[config.mk]
export PLATFORM = sky130hd
export DESIGN_NAME = qns_dwa_encoder
export DESIGN_NICKNAME = d
export VERILOG_FILES = /design/src/rtl/qns_pkg.sv /design/src/rtl/qns_rot_therm.sv /design/src/rtl/qns_dwa_encoder.sv
export SDC_FILE = /design/constraint.sdc
export NUM_CORES = 1
export LEC_CHECK = 0
export ABC_AREA = 0
export CAP_MARGIN = 20
export CORE_AREA = 2 2 39 41
export CTS_BUF_LIST = sky130_fd_sc_hd__clkbuf_16
export DETAILED_ROUTE_END_ITERATION = 12
export DIE_AREA = 0 0 41 43
export PLACE_DENSITY = 0.74
export SLEW_MARGIN = 20
export SYNTH_ARGS = -nofsm -noshare
export SYNTH_HDL_FRONTEND = slang
export SYNTH_SLANG_ARGS = --single-unit
[constraint.sdc]
create_clock -name clock -period 4.48 [get_ports clock]
set_clock_uncertainty 0.05 [all_clocks]
set_input_delay 0.896 -clock clock [delete_from_list [all_inputs] [get_ports clock]]
set_output_delay 0.896 -clock clock [all_outputs]
set_load 0.03 [all_outputs]
[src/rtl/qns_pkg.sv]
// Shared types and helpers for the noise-shaping quantizer back end.
package qns_pkg;

  // Default width of the signed multi-level quantizer code.
  localparam int IN_W_DEF = 3;

  // Signed quantizer code at the default width.
  typedef logic signed [IN_W_DEF-1:0] qns_code_t;

  // Number of unit DAC elements served by an in_w-bit code.
  function automatic int num_el(input int in_w);
    return (1 << (in_w - 1)) - 1;
  endfunction

  // Level count k for a legal odd code: number of elements switched on.
  function automatic int level_k(input int code, input int n_el);
    return (code + n_el) >>> 1;
  endfunction

endpackage

[src/rtl/qns_rot_therm.sv]
// Combinational rotate-thermometer generator: turns a level count k and a
// start pointer into a unit-element enable vector, and computes the pointer
// for the next sample. With ROTATE = 0 it degenerates to a fixed thermometer
// anchored at element 0 and the pointer is passed through unchanged.
module qns_rot_therm #(
  parameter int NUM_EL = 3,
  parameter int K_W    = 3,
  parameter int PTR_W  = 2,
  parameter bit ROTATE = 1'b1
) (
  input  logic [K_W-1:0]    k,
  input  logic [PTR_W-1:0]  ptr,
  output logic [NUM_EL-1:0] el,
  output logic [PTR_W-1:0]  ptr_next
);

  // One guard bit covers ptr + k, which stays below 2*NUM_EL.
  localparam int CW = K_W + 1;

  logic [CW-1:0] k_ext;
  logic [CW-1:0] ptr_ext;

  assign k_ext   = CW'(k);
  assign ptr_ext = CW'(ptr);

  genvar gi;
  generate
    if (ROTATE) begin : g_rot
      logic [CW-1:0] sum;

      assign sum = ptr_ext + k_ext;
      // Single compare-subtract is enough because sum < 2*NUM_EL.
      assign ptr_next = PTR_W'((sum >= CW'(NUM_EL)) ? sum - CW'(NUM_EL) : sum);

      for (gi = 0; gi < NUM_EL; gi++) begin : g_el
        logic [CW-1:0] pos;
        logic [CW-1:0] off;
        assign pos = CW'(gi);
        // Distance of element gi from the start pointer, walking upward
        // and wrapping from NUM_EL-1 back to 0.
        assign off = (pos >= ptr_ext) ? pos - ptr_ext : pos + CW'(NUM_EL) - ptr_ext;
        assign el[gi] = (off < k_ext);
      end
    end else begin : g_static
      assign ptr_next = ptr;

      for (gi = 0; gi < NUM_EL; gi++) begin : g_el
        assign el[gi] = (CW'(gi) < k_ext);
      end
    end
  endgenerate

endmodule

[src/rtl/qns_dwa_encoder.sv]
// DWA encoder: converts the quantizer's odd signed code into unit-element
// enables for a thermometer DAC, flags and counts illegal codes.
// Build option: define QNS_DWA_EN for rotating data-weighted averaging;
// without it the mapping is a static thermometer and ptr stays 0.
module qns_dwa_encoder
  import qns_pkg::*;
#(
  parameter  int IN_W   = IN_W_DEF,
  parameter  int ERR_W  = 8,
  localparam int NUM_EL = num_el(IN_W),
  localparam int PTR_W  = (NUM_EL > 1) ? $clog2(NUM_EL) : 1
) (
  input  logic                   clock,
  input  logic                   reset,
  input  logic                   valid_in,
  input  logic signed [IN_W-1:0] in,
  output logic [NUM_EL-1:0]      el_out,
  output logic                   valid_out,
  output logic [PTR_W-1:0]       ptr,
  output logic [ERR_W-1:0]       err_cnt
);

  localparam int K_W = IN_W;
  localparam logic signed [IN_W:0] MIN_CODE = (IN_W+1)'(-NUM_EL);
  localparam logic [ERR_W-1:0] ERR_MAX = {ERR_W{1'b1}};

`ifdef QNS_DWA_EN
  localparam bit ROTATE = 1'b1;
`else
  localparam bit ROTATE = 1'b0;
`endif

  logic [NUM_EL-1:0] el_reg;
  logic              valid_reg;
  logic [PTR_W-1:0]  ptr_reg;
  logic [ERR_W-1:0]  err_reg;

  logic signed [IN_W:0] in_ext;
  logic signed [IN_W:0] sum;
  logic [K_W-1:0]       k;
  logic                 illegal;
  logic [NUM_EL-1:0]    el_next;
  logic [PTR_W-1:0]     ptr_next;

  // Level count k = (in + NUM_EL) >> 1 evaluated one bit wider than the code.
  assign in_ext  = {in[IN_W-1], in};
  assign sum     = in_ext + MIN_CODE * -1;
  assign k       = sum[K_W:1];
  assign illegal = ~in[0] | (in_ext < MIN_CODE);

  qns_rot_therm #(
    .NUM_EL (NUM_EL),
    .K_W    (K_W),
    .PTR_W  (PTR_W),
    .ROTATE (ROTATE)
  ) u_rot (
    .k        (k),
    .ptr      (ptr_reg),
    .el       (el_next),
    .ptr_next (ptr_next)
  );

  // Output, pointer and error-counter registers; illegal codes only count.
  always_ff @(posedge clock) begin
    if (reset) begin
      el_reg    <= '0;
      valid_reg <= 1'b0;
      ptr_reg   <= '0;
      err_reg   <= '0;
    end else begin
      valid_reg <= valid_in;
      if (valid_in) begin
        if (illegal) begin
          if (err_reg != ERR_MAX) begin
            err_reg <= err_reg + 1'b1;
          end
        end else begin
          el_reg  <= el_next;
          ptr_reg <= ptr_next;
        end
      end
    end
  end

  assign el_out    = el_reg;
  assign valid_out = valid_reg;
  assign ptr       = ptr_reg;
  assign err_cnt   = err_reg;

endmodule

==> impl_metrics.tcl <==
set metrics [dict create \
    criticalPathCategory "in2reg" \
    synth_cells 68 \
    wire_length_of_the_first_global_routing_pass_mm 1.77 \
    globalplace.congestion 0.813 \
    worstPathRequired_ps 4590 \
    final-hold-violation-count 0 \
    min_path_type "reg2reg" \
    p_leak_nw 0.323 \
    post_cts_buffers 0 \
    number_of_buffer_and_inverter_instances_along_the_worst_setup_path 1 \
    synthToLayoutAreaGrowth_pct 42.3 \
    core-area_um2 1380 \
    vdd.ir_drop.worst_mv 0.219 \
    nFillCells 132 \
    postRouteAntennaNets 0 \
    fp.dieArea_um2 1760 \
    mappedNetlistArea_um2 574 \
    drive_above_1_share_pct 4.71 \
    r2r_start "err_cnt[0]" \
    post_drt_wl_per_cell_um 11.1 \
    total_placed_cells_including_tap_cells 98 \
    design.final.nets 95 \
    final-seq-area_um2 240 \
    die_w_um 41 \
    layoutNonFillerInstCount 101 \
    grt_remaining_overflow 0 \
    critical_path_peak_fanout 9 \
    post_drt_via_cell_ratio 5.34 \
    worst_ep_arrival_time_ps 2530 \
    yosys_warnings 0 \
    first_global_vias 461 \
    finalMaxSlewViolations 0 \
    multi_input_area_um2 297 \
    cts.reportedPaths.clkPinSlew_ps 40 \
    grt_max_degree 13 \
    min_period_ps 2420 \
    cpMaxStageDelayCell "clkdlybuf4s50_1" \
    fin_tns_setup_ps 0 \
    power.density_nw_per_um2 369 \
    cp_cell_sequence "clkdlybuf4s50_1, nor2b_1, nand3_2, or4_1, a21oi_1" \
    fin_crit_sh_pct 54.0 \
    rsz0062_at_grt "no" \
    antenna_found_initial 0 \
    start_util_pct 41.5 \
    min-delay-start "el_out[1]" \
    cts_buffers 3 \
    antenna-diode-count 0 \
    via_count 539 \
    cts_root_buf "clkbuf_16" \
    ys_seq_area_share_pct 41.8 \
    portBuffers 17 \
    drt_pre_antenna_iters 4 \
    clock_sink_count 12 \
    critical_path.endpoint_type "flip-flop" \
    post_synth_num_cell_types 25 \
    run_status "finished, final reports clean" \
    cap_violations 0 \
    total_of_endpoints_with_negative_setup_slack_in_the_final_report 0 \
    worstSetupStartpoint "valid_in" \
    clock_latency_ps 240 \
    remaining_drc_errors 0 \
    leading_cell_type_in_the_layout_fill_and_taps_excluded "clkdlybuf4s50_1" \
    layout_common_cells "clkdlybuf4s50_1, dfxtp_1, nor2_1" \
    ctsHoldBuffers 0 \
    place.detailed.hpwl_um 785 \
    cts_htree_levels 1 \
    synth-seq-cells 12 \
    design.portCount 20 \
    routed_wl_mm 1.12 \
    cts_tree "yes" \
    fmax_ghz 0.413 \
    crit_path_start_kind "primary input" \
    post_cts_resized 0 \
    floorplan.rows 14 \
    groute.usage.overall_pct 15.6 \
    gate_family_responsible_for_the_most_delay_along_the_worst_path "simple AND/OR/NAND/NOR gates" \
    first_iter_violations 3 \
    synth_area_per_cell_um2 8.45 \
    cpPeakStageDelay_ps 500 \
    clk_path_buf_depth 2 \
    chipHeight_um 43 \
]
-- cells by family after synthesis --
family	share of synthesized area, %
multiplexers	3.49
AND/OR/NAND/NOR	28.3
flip-flops	41.8
XOR/XNOR	3.05
other	0.653
AO/OA/AOI/OAI	11.1
buffers and inverters	7.19
adder cells (fa/ha/maj)	4.36
-- through the flow --
stage | setup slack [ps] | util [%] | hold WS, ps | power, mW | instance area [um^2]
2_1_floorplan | 2600 | - | 574 | 0.135 | 578
3_3_place_gp | 1840 | 53.6 | 421 | 0.145 | 742
3_5_place_dp | 1820 | 53.6 | 433 | 0.146 | 742
4_1_cts | 2050 | 59.0 | 443 | 0.305 | 817
5_1_grt | 1920 | 59.0 | 469 | 0.313 | 817
6_report | 2060 | 59.0 | 434 | 0.302 | 817
-- state kept, by name (all words and copies together), names as in the netlist --
name	cells
el_out	3
err_cnt	8
valid_out	1
-- routing by layer --
layer | vias up | wire length [um] | GRT usage, %
met5 | - | 0 | 0
met4 | 0 | 27 | 14.0
met3 | 2 | 93 | 6.28
met2 | 18 | 481 | 20.0
met1 | 249 | 521 | 18.8
li1 | 270 | - | -
-- cell type report --
| type | instances | area share [%] |
|---|---|---|
| sequential | 12 | 29.4 |
| inverter | 4 | 1.84 |
| multi-input combinational | 49 | 36.3 |
| timing repair buffer | 17 | 20.8 |
| tap | 16 | 2.45 |
| clock buffer | 3 | 9.19 |
-- synthesized netlist by cell type --
cell type / number / area share (%)
dfxtp_1: 12 / 42
nor2_1: 9 / 5.9
a21oi_1: 7 / 6.1
nor3_1: 5 / 4.4
inv_1: 4 / 2.6
buf_4: 3 / 3.9
nand2_1: 3 / 2.0
and3_1: 2 / 2.2
ha_1: 2 / 4.4
mux2i_1: 2 / 3.5
nand3_1: 2 / 1.7
nand4_1: 2 / 2.2
nor2b_1: 2 / 2.2
xor2_1: 2 / 3.1
a211oi_1: 1 / 1.3
a41oi_1: 1 / 1.5
and4_1: 1 / 1.5
and4b_1: 1 / 1.7
clkbuf_1: 1 / 0.65
conb_1: 1 / 0.65
nand3_2: 1 / 1.7
o21ai_1: 1 / 0.87
o31ai_1: 1 / 1.3
or3b_1: 1 / 1.5
or4_1: 1 / 1.3
-- report_power, final --
part           internal, mW  switching, mW  total [mW]
sequential            0.110        0.00207       0.112
combinational        0.0132         0.0178      0.0311
clock                 0.116         0.0422       0.158
-- worst reg2reg max path, delay by kind of cell, from the launching register on --
kind	cells	cell delay, ps
compound gates	1	70
simple gates	3	730
flops	1	380
fa+ha+maj	1	230
-- final timing paths --
| kind | slack, ps | end | depth (start not counted) |
|---|---|---|---|
| worst max-delay path | 2060 | err_cnt[5] | 5 |
| worst max register to register | 2900 | err_cnt[6] | 5 |
| worst min-delay path | 430 | el_out[1] | 2 |
| worst min register to register | 430 | el_out[1] | 2 |
Power figures use the tool's default switching activity.
